$ cat src/rtl/modulo_display_bcd_3_digitos.sv
// 7-bit binary to 3-digit BCD with multiplexed common-anode 7-seg scan.
// Define DISPLAY_BLANK_ZEROS_EN to blank leading zero digits.
`timescale 1ns/1ps
module modulo_display_bcd_3_digitos #(
  parameter int REFRESH_DIV = 50000
) (
  input  logic        clk,
  input  logic        clr,
  input  logic [6:0]  valor,
  output logic [11:0] bcd,
  output logic        conv_done,
  output logic [6:0]  seg,
  output logic [2:0]  dig
);

  typedef enum logic [1:0] {
    LOAD,
    SHIFT,
    DONE
  } state_t;

  localparam int CW = (REFRESH_DIV > 1) ? $clog2(REFRESH_DIV) : 1;

  state_t      state;
  logic [6:0]  sr;
  logic [11:0] scr;
  logic [11:0] adj;
  logic [2:0]  nsh;

  logic [CW-1:0] cnt;
  logic [1:0]    idx;
  logic [1:0]    idx_nxt;
  logic          tc;
  logic [3:0]    nib;
  logic [6:0]    seg_nxt;
  logic [2:0]    dig_nxt;
  logic          blank;

  function automatic logic [3:0] add3(input logic [3:0] n);
    return (n >= 4'd5) ? n + 4'd3 : n;
  endfunction

  function automatic logic [6:0] dec(input logic [3:0] n);
    logic [6:0] s;
    case (n)
      4'd0:    s = 7'h40;
      4'd1:    s = 7'h79;
      4'd2:    s = 7'h24;
      4'd3:    s = 7'h30;
      4'd4:    s = 7'h19;
      4'd5:    s = 7'h12;
      4'd6:    s = 7'h02;
      4'd7:    s = 7'h78;
      4'd8:    s = 7'h00;
      4'd9:    s = 7'h10;
      default: s = 7'h7F;
    endcase
    return s;
  endfunction

  assign adj = {add3(scr[11:8]), add3(scr[7:4]), add3(scr[3:0])};

  always_ff @(posedge clk) begin
    if (clr) begin
      state     <= LOAD;
      sr        <= '0;
      scr       <= '0;
      nsh       <= '0;
      bcd       <= '0;
      conv_done <= 1'b0;
    end else begin
      conv_done <= 1'b0;
      case (state)
        LOAD: begin
          sr    <= valor;
          scr   <= '0;
          nsh   <= '0;
          state <= SHIFT;
        end
        SHIFT: begin
          {scr, sr} <= {adj[10:0], sr, 1'b0};
          nsh       <= nsh + 3'd1;
          if (nsh == 3'd6) state <= DONE;
        end
        DONE: begin
          bcd       <= scr;
          conv_done <= 1'b1;
          state     <= LOAD;
        end
        default: state <= LOAD;
      endcase
    end
  end

  // Digit select and segments are both derived from the next index.
  assign tc = (cnt == CW'(REFRESH_DIV - 1));

  always_comb begin
    idx_nxt = idx;
    if (tc) idx_nxt = (idx == 2'd2) ? 2'd0 : idx + 2'd1;
  end

  always_comb begin
    nib     = bcd[3:0];
    dig_nxt = 3'b110;
    blank   = 1'b0;
    unique case (idx_nxt)
      2'd1: begin
        nib     = bcd[7:4];
        dig_nxt = 3'b101;
`ifdef DISPLAY_BLANK_ZEROS_EN
        blank   = (bcd[11:8] == 4'd0) && (bcd[7:4] == 4'd0);
`endif
      end
      2'd2: begin
        nib     = bcd[11:8];
        dig_nxt = 3'b011;
`ifdef DISPLAY_BLANK_ZEROS_EN
        blank   = (bcd[11:8] == 4'd0);
`endif
      end
      default: begin
        nib     = bcd[3:0];
        dig_nxt = 3'b110;
      end
    endcase
    seg_nxt = blank ? 7'h7F : dec(nib);
  end

  always_ff @(posedge clk) begin
    if (clr) begin
      cnt <= '0;
      idx <= 2'd0;
      dig <= 3'b110;
      seg <= 7'h40;
    end else begin
      cnt <= tc ? '0 : cnt + CW'(1);
      idx <= idx_nxt;
      dig <= dig_nxt;
      seg <= seg_nxt;
    end
  end

endmodule

$ cat config.mk
export PLATFORM = sky130hd
export DESIGN_NAME = modulo_display_bcd_3_digitos
export DESIGN_NICKNAME = d
export VERILOG_FILES = /design/src/rtl/modulo_display_bcd_3_digitos.sv
export SDC_FILE = /design/constraint.sdc
export NUM_CORES = 1
export LEC_CHECK = 0
export ABC_AREA = 1
export CAP_MARGIN = 20
export CORE_MARGIN = 2
export CORE_UTILIZATION = 60
export DETAILED_ROUTE_END_ITERATION = 6
export PLACE_DENSITY = 0.84
export SLEW_MARGIN = 20
export SYNTH_ARGS = -nofsm -noshare
export SYNTH_HDL_FRONTEND = slang
export SYNTH_SLANG_ARGS = --single-unit
export TNS_END_PERCENT = 10
$ cat constraint.sdc
create_clock -name clk -period 3.9 [get_ports clk]
set_input_delay 0.78 -clock clk [delete_from_list [all_inputs] [get_ports clk]]
set_output_delay 0.78 -clock clk [all_outputs]
set_load 0.01 [all_outputs]
==> impl_metrics.toml, run 1 <==
[detailed_routing]
route.detailed.drc = 0
drt_first_pass_iters = 4
vias = 2590
avgRoutedWirePerCell_um = 11.8
ant_nets = 0
viasPerCell = 5.07
detail_route.wirelength_um = 6010
drt_iter0_markers = 97

[clocking]
cts_hold_buf = 0
cts-root-buf = "clkbuf_8"
cts_resized = 0
post-cts-setup-buffers = 0
cts_max_level = 3
tritoncts = "done"
clk_latency_ps = 330
clk_pin_slew_ps = 60
clockBufferDepth = 2
cts.sink_count = 65
cts_made_buffers = 9

[worst_setup_path]
cp-start-kind = "register"
worstPathRequired_ps = 4170
cp_cell_sequence = "ha_1 > nand2_2 > inv_2 > nand2_2 > nor2_2 > nand2_2 > o21ai_2 > inv_2 > ha_1 > inv_2 > or2_1 > nand2_2 > inv_2 > ha_1 > or2_2 > a21oi_1"
slowest_delay_ps = 350
end_kind = "register"
crit_slowest_cell = "dfxtp_1"
worstPathArrival_ps = 3100
critical_path.max_fanout = 7
crit_type = "register to register"

[global_route]
gr-total-overflow = 0
grt_pass1_vias = 2384
grt_pass1_wl_um = 10300
antenna_found_initial = 0
grtUsageTotal_pct = 24.0
grt_start_max_net_pins = 24

[timing]
hold_violations = 0
min_period_ps = 2830
rsz0062_at_grt = "false"
worstMarginPinSlew_ps = 735
finalCritPeriodShare_pct = 72.6
tns_ps = 0
skew_ps = 7.91
slew_violations = 0
max_slew_margin_pct = 50.9
max_freq_mhz = 353
setup_violations = 0

[min_path]
hold_path.class = "register to register"

[power]
power.switching_uw = 273
internal-power_uw = 979
p_seq_share_pct = 54.1
power.leakage_uw = 0.00140
power_frac_clock_pct = 42.2
power_frac_comb_pct = 3.7
swShare_pct = 21.8
power_density_mw_per_mm2 = 350
ir_drop_v = 0.000271

[floorplan]
initial_core_util_pct = 63.2
die_x_um = 75.3
die_h_um = 75.3
io_pins = 32
placeableCoreArea_mm2 = 0.00482
dieArea_mm2 = 0.00566
placementRows = 25

[yosys]
ys.flop_type = "dfxtp_1"
syn_nets = 430
synthDistinctLibCells = 39
synth-seq-cells = 65
yosysWarningCount = 0
syn-cell-area_mm2 = 0.00305
synth_edf_count = 0
ys_seq_area_share_pct = 42.7
syn_inst = 407
async_flop_share_pct = 0
avgSynthCellArea_um2 = 7.49

[cells_and_area]
drive_gt1_share_pct = 11.0
insertedDiodeCount = 0
synthToLayoutAreaGrowth_pct = 17.3
nFillCells = 402
nNetsFinal = 463
finish.instance_area_mm2 = 0.00357

[placed_design]
place_congestion = 0.895
place_area_mm2 = 0.00340
place_hpwl_um = 4270
portBuffers = 31

[job]
cap_violations = 0

[outcome]
status = "complete, no violations"
==> layout by cell type (no fill, tap or decap), types with 9 or more instances in the layout <==
| cell type | instances |
|---|---|
| ha_1 | 14 |
| nor2_1 | 33 |
| nand3_1 | 26 |
| a21oi_1 | 28 |
| o21ai_0 | 22 |
| clkbuf_8 | 9 |
| inv_1 | 48 |
| clkdlybuf4s50_1 | 31 |
| nand2_1 | 90 |
| dfxtp_1 | 65 |
| inv_2 | 9 |
==> logic make-up after synthesis <==
logic type,synth area share [%]
flip-flops,42.7
adder cells (fa/ha/maj),5.75
AND/OR/NAND/NOR,27.3
AO/OA/AOI/OAI,13.1
buffers and inverters,9.08
XOR/XNOR,2.01
==> metrics by stage <==
stage / hold slack, ps / worst slack [ps] / total power (µW) / util (%) / std cells
after floorplan: 417 / 1260 / 722 / - / 407
after global routing: 492 / 863 / 1290 / 74.2 / 511
after global placement: 432 / 1160 / 736 / 70.5 / 496
after detailed placement: 439 / 1080 / 737 / 70.5 / 496
after CTS: 450 / 1060 / 1260 / 74.2 / 511
final: 452 / 1070 / 1250 / 74.2 / 511
==> final timing paths <==
path	start	endpoint	slack (ps)	cells past startpoint
setup / recovery	cnt[0]	seg[1]	1070	16
hold / removal	cnt[0]	cnt[0]	450	1
setup reg to reg	cnt[0]	seg[1]	1070	16
hold reg to reg	cnt[0]	cnt[0]	450	1
==> power groups by stage <==
stage               clock network [µW]  registers (µW)  logic (µW)
finish                             529             677        46.1
global route                       564             678        51.9
CTS                                539             677        45.6
detailed placement                   0             692        45.3
global placement                     0             692        44.5
floorplan                            0             691        31.3
==> cell type report <==
cell class / instances / area (µm²) / share of cell area [%]
clock inverters: 4 / 45.0 / 1.26
inverters: 58 / 218 / 6.09
multi-input cells: 273 / 1470 / 41.1
clock buffers: 11 / 131 / 3.68
well taps: 67 / 83.8 / 2.35
flip-flops and latches: 65 / 1300 / 36.4
repair buffers: 33 / 325 / 9.10
==> metal layers <==
metal	global-route usage, %	vias to the layer above	wire [µm]
li1	-	1364	-
met2	37.3	50	2740
met1	30.9	1161	2880
met5	0	-	0
met4	11.1	0	160
met3	6.83	15	235
==> Yosys cell counts (all sizes together), types with 4 or more instances <==
cell type	n	area [µm²]
ha	14	175
dfxtp	65	1300
nor2	39	161
o211ai	5	37.5
nand2	99	404
or2	4	25.0
a21oi	28	140
o21ai	31	174
buf	8	46.3
nand3	30	170
inv	57	214
xor2	5	43.8
nor3	7	51.3
==> registers in the layout, summed over array words and instances, names as in the netlist, 3 cells and up <==
register  count
dig           3
sr            7
scr          12
cnt          16
bcd          12
nsh           3
seg           7
==> critical path: cells and delay by family, from the launching register on <==
kind | cells | cell delay [ps]
AOI/OAI and AO/OA | 2 | 300
buffers and inverters | 4 | 290
DFF | 1 | 350
adders and majority gates | 3 | 800
and+or+nand+nor | 7 | 1020
Power figures use the tool's default switching activity.
==> run 2, diff against run 1 <==
--- a/config.mk
+++ b/config.mk
@@ -8,9 +8,9 @@
 export ABC_AREA = 1
 export CAP_MARGIN = 20
 export CORE_MARGIN = 2
-export CORE_UTILIZATION = 60
+export CORE_UTILIZATION = 51
 export DETAILED_ROUTE_END_ITERATION = 6
-export PLACE_DENSITY = 0.84
+export PLACE_DENSITY = 0.76
 export SLEW_MARGIN = 20
 export SYNTH_ARGS = -nofsm -noshare
 export SYNTH_HDL_FRONTEND = slang
==> constraint.sdc (replaced) <==
create_clock -name clk -period 2.3 [get_ports clk]
set_input_delay 0.46 -clock clk [delete_from_list [all_inputs] [get_ports clk]]
set_output_delay 0.46 -clock clk [all_outputs]
set_load 0.01 [all_outputs]
==> run 2 against run 1 <==
The flow now finishes with violations (negative setup slack); core utilization fell by 5.2 points; design area rose by 13%; worst setup slack got worse by 1200 ps; register-to-register slack got worse by 1200 ps; final cell count rose by 8.2%; sequential share of layout area fell by 4.1 points; largest power group is now clock; highest routed layer unchanged.
==> impl_metrics.toml, run 2 (synthesized netlist as in run 1, its figures left out) <==
[worst_setup_path]
critical_path.max_fanout = 5
worstPathArrival_ps = 2620
crit_slowest_cell = "dfxtp_2"
reg2reg_to = "seg[6]"
slowest_delay_ps = 360
worstPathRequired_ps = 2530
end_kind = "register"
r2r_slack_ps = -80
startpoint = "cnt[0]"
crit_path_end = "seg[6]"
cp_cell_sequence = "ha_4 > nand2_4 > inv_4 > nand2_4 > nor2_4 > nand2_4 > o21ai_4 > inv_2 > ha_4 > inv_4 > or2_1 > nand2_2 > inv_4 > ha_2 > o21ai_2 > inv_1 > nand2_1 > nand3_2"
cp-start-kind = "register"
reg2regPathDepth = 18
r2r_start = "cnt[0]"
crit_type = "register to register"

[cells_and_area]
insertedDiodeCount = 0
drive_gt1_share_pct = 20.3
largest_reg_flops = 16
layout_common_cells = "nand2_1, dfxtp_1, inv_1"
regMostFlops = "cnt"
instances_no_fill = 553
reg_top3 = "cnt x16, bcd x12, scr x12"
synthToLayoutAreaGrowth_pct = 32.4
final_common_cell = "nand2_1"
nNetsFinal = 496

[placed_design]
placed_cells = 532
place_hpwl_um = 4680
portBuffers = 31
pre_cts_slack_ps = -135
place_congestion = 0.842

[timing]
min_period_ps = 2380
max_slew_margin_pct = 63.2
rsz0062_at_grt = "true"
worst_slack_ps = -84.3
slew_violations = 0
skew_ps = 5.29
finalCritPeriodShare_pct = 104
hold_violations = 0
max_freq_mhz = 419
setup_violations = 7
worstMarginPinSlew_ps = 551

[detailed_routing]
avgRoutedWirePerCell_um = 12.1
drt_first_pass_iters = 5
m1WireLength_um = 3000
vias = 2760
route.detailed.drc = 0
met2_wirelength_um = 3370
ant_nets = 0
detail_route.wirelength_um = 6670
met3RoutedLength_um = 174
viasPerCell = 4.99
top_layer = "met4"
drt_iter0_markers = 101

[clocking]
cts.sink_count = 65
clk_pin_slew_ps = 70
cts_hold_buf = 0
cts_max_level = 3
tritoncts = "done"
cts_made_buffers = 9
clk_latency_ps = 350
clockBufferDepth = 2
cts-root-buf = "clkbuf_8"

[outcome]
status = "finished with violations"
violations = "negative setup slack"

[floorplan]
die_h_um = 81.3
placeableCoreArea_mm2 = 0.00585
io_pins = 32
die_x_um = 81.3
initial_core_util_pct = 52.1
dieArea_mm2 = 0.00661
placementRows = 28

[global_route]
grt_pass1_vias = 2645
gr-total-overflow = 0
antenna_found_initial = 0
grt_pass1_wl_um = 11100
grtUsageTotal_pct = 22.0
grt_start_max_net_pins = 28

[power]
power_density_mw_per_mm2 = 630
power.leakage_uw = 0.00166
ir_drop_v = 0.000407

[min_path]
hold_path.class = "register to register"

[job]
cap_violations = 0
run 2: changes by cell type in the layout (fill, tap and decap cells not counted), moves of 3 or more:
cell,previous run,this run
nand2_1,90,87
buf_4,2,34
ha_4,0,3
bufinv_16,1,4
nand2_4,2,5
ha_1,14,10
inv_4,0,3
run 2: worst min-delay path by stage:
stage	start	endpoint	slack, ps	depth (start not counted)
after global placement	scr[11]	scr[11]	450	2
after global routing	sr[0]	sr[1]	480	2
after CTS	scr[11]	scr[11]	470	2
final	sr[0]	sr[0]	470	2
after detailed placement	sr[0]	sr[0]	460	2
after floorplan	cnt[0]	cnt[0]	420	1
run 2: where the power goes:
group	total [µW]	leakage, µW	switching, µW	internal (µW)
sequential	1150	0.000527	9.86	1140
combinational	89.2	0.00100	50.5	38.7
clock	1300	0.000133	470	831
total	2540	0.00166	530	2010
run 2: repair_timing:
item / 4_1_cts / 5_1_grt
pin swaps: 9 / 2
buffers inserted: 4 / 1
hold endpoints to repair: 0 / 0
gates cloned: 0 / 0
resized for setup: 2 / 10
endpoints found under the setup margin: 7 / 7
run 2: layout make-up:
class	count	area, µm²
Sequential cell	65	1300
Inverter	58	225
Tap cell	75	93.8
Timing Repair Buffer	66	586
Fill cell	451	1820
Clock buffer	9	124
Multi-Input combinational cell	273	1560
Clock inverter	7	143
run 2: critical path: cells and delay by family (launching register included):
kind	cells	cell delay [ps]
simple gates	8	750
compound gates	2	290
fa+ha+maj	3	600
flops	1	360
buf+inv	5	270
run 2: stage by stage:
stage	power (µW)	instance area [µm²]	utilization [%]	hold WS, ps	setup TNS (ps)
6_report	2540	4030	68.9	467	-444
5_1_grt	2610	4030	68.9	484	-1360
4_1_cts	2550	3990	68.2	467	-497
3_5_place_dp	1260	3690	63.0	456	-596
3_3_place_gp	1260	3690	63.0	446	-127
2_1_floorplan	1230	3100	-	418	-208
run 2: per-layer routing:
layer / vias to the layer above / track usage [%]
met2: 35 / 39.5
met4: 0 / 11.0
met3: 14 / 5.00
met5: - / 0
met1: 1278 / 24.2
li1: 1433 / -
==> run 3, diff against run 2 <==
--- a/config.mk
+++ b/config.mk
@@ -10,7 +10,7 @@
 export CORE_MARGIN = 2
 export CORE_UTILIZATION = 51
 export DETAILED_ROUTE_END_ITERATION = 6
-export PLACE_DENSITY = 0.76
+export PLACE_DENSITY = 0.75
 export SLEW_MARGIN = 20
 export SYNTH_ARGS = -nofsm -noshare
 export SYNTH_HDL_FRONTEND = slang
==> run 3 against run 2 <==
The flow still finishes with violations (negative setup slack); via count is 0.29% higher; sequential power is essentially flat; critical path depth unchanged; worst setup slack improved by 18 ps; critical path type unchanged; first-iteration DRC count grew 12%; final cell count did not move; clock-buffer cell count is 3 higher; combinational power shrank 0.9%; global-route usage fell by 0.67 points; flip-flop and latch count is the same.
==> impl_metrics.toml, run 3 (synthesized netlist as in run 1, its figures left out) <==
[detailed_routing]
viasPerCell = 5.01
vias = 2768
route.detailed.drc = 0
drt_first_pass_iters = 5
ant_nets = 0
detail_route.wirelength_um = 6560
drt_iter0_markers = 113
avgRoutedWirePerCell_um = 11.9

[timing]
worst_slack_ps = -66.4
worstMarginPinSlew_ps = 505
finalCritPeriodShare_pct = 103
hold_violations = 0
slew_violations = 0
skew_ps = 12.4
min_period_ps = 2370
max_slew_margin_pct = 66.2
max_freq_mhz = 423
tns_ps = -219
rsz0062_at_grt = "true"
setup_violations = 6

[cells_and_area]
largest_reg_flops = 16
layout_common_cells = "nand2_1, dfxtp_1, inv_1"
drive_gt1_share_pct = 20.5
instances_no_fill = 553
final_common_cell = "nand2_1"
insertedDiodeCount = 0
regMostFlops = "cnt"
reg_top3 = "cnt x16, bcd x12, scr x12"
synthToLayoutAreaGrowth_pct = 30.8
nNetsFinal = 496
finish.instance_area_mm2 = 0.00398

[floorplan]
placementRows = 28
io_pins = 32
placeableCoreArea_mm2 = 0.00585
die_x_um = 81.3
dieArea_mm2 = 0.00661
initial_core_util_pct = 52.1
die_h_um = 81.3

[global_route]
gr-total-overflow = 0
grt_start_max_net_pins = 18
grt_pass1_vias = 2542
use_met3_pct = 6.22
met2_usage_pct = 35.7
antenna_found_initial = 0
grt_most_used_layer = "met2"
grt_use_met1_pct = 25.2
grt_pass1_wl_um = 10900
grtUsageTotal_pct = 21.4

[worst_setup_path]
r2r_start = "cnt[1]"
r2r_slack_ps = -70
cp-start-kind = "register"
critical_path.max_fanout = 4
reg2reg_to = "seg[6]"
crit_type = "register to register"
worstPathRequired_ps = 2540
end_kind = "register"
reg2regPathDepth = 18
worstPathArrival_ps = 2610

[placed_design]
place_area_mm2 = 0.00369
place_congestion = 0.794
portBuffers = 31
place_hpwl_um = 4660
placed_cells = 532

[min_path]
hold_end = "scr[11]"
hold_path.class = "register to register"
min_path_cells = 2
hp-start = "scr[11]"

[outcome]
violations = "negative setup slack"
status = "finished with violations"

[clocking]
clk_latency_ps = 350
cts.sink_count = 65
cts-root-buf = "clkbuf_8"
cts_made_buffers = 9
cts_max_level = 3
tritoncts = "done"
cts_hold_buf = 0
clockBufferDepth = 2
clk_pin_slew_ps = 70

[power]
power.leakage_uw = 0.00163
power_density_mw_per_mm2 = 562
ir_drop_v = 0.000426
power_uw = 2240

[job]
cap_violations = 0
## run 3: metal layers
layer / wire length (µm) / part of all wire (%) / vias to the layer above
li1: - / - / 1437
met1: 2930 / 45 / 1272
met2: 3280 / 50 / 46
met3: 228 / 3.5 / 13
met4: 125 / 1.9 / 0
met5: 0 / 0 / -
## run 3: final cells by class
cell class / instances / area (µm²)
inverters: 58 / 228
clock buffers: 12 / 155
clock inverters: 4 / 51.3
repair buffers: 66 / 586
multi-input cells: 273 / 1570
fillers: 494 / 1870
flip-flops and latches: 65 / 1300
well taps: 75 / 93.8
## run 3: what timing repair did
action | 4_1_cts | 5_1_grt
setup endpoints to repair | 7 | 7
gates resized for setup | 7 | 10
gates cloned | 0 | 0
setup buffers | 3 | 2
pin swaps | 8 | 6
## run 3: stage by stage
step	utilization, %	setup slack, ps	hold WS, ps
global route	68.1	-196	483
global placement	63.0	-79.6	444
finish	68.1	-66.4	455
floorplan	-	-80.8	418
detailed placement	63.0	-150	447
CTS	67.2	-93.7	457
## run 3: worst max path at each step
stage / slack, ps / from / to / depth (start not counted)
floorplan: -80 / cnt[1] / seg[1] / 16
global placement: -80 / cnt[1] / seg[6] / 18
detailed placement: -150 / cnt[1] / seg[6] / 18
CTS: -90 / cnt[0] / seg[1] / 16
global route: -200 / cnt[5] / seg[6] / 16
finish: -70 / cnt[1] / seg[6] / 18
## run 3: report_power, final
group	internal [µW]	total, µW	switching (µW)
Sequential	1140	1150	9.30
Combinational	39.5	88.4	49.0
Clock	560	1000	442
Total	1740	2240	501
## run 3: critical path, cell delays in order, from the launching register on
cell and delay [ps]:
dfxtp_2 350, ha_4 150, nand2_4 50, inv_4 60, nand2_4 50, nor2_4 110
nand2_4 80, o21ai_4 160, inv_2 70, ha_4 290, inv_4 40, or2_1 220
nand2_2 90, inv_4 60, ha_2 170, o21ai_2 150, inv_1 50, nand2_1 60
nand3_2 50
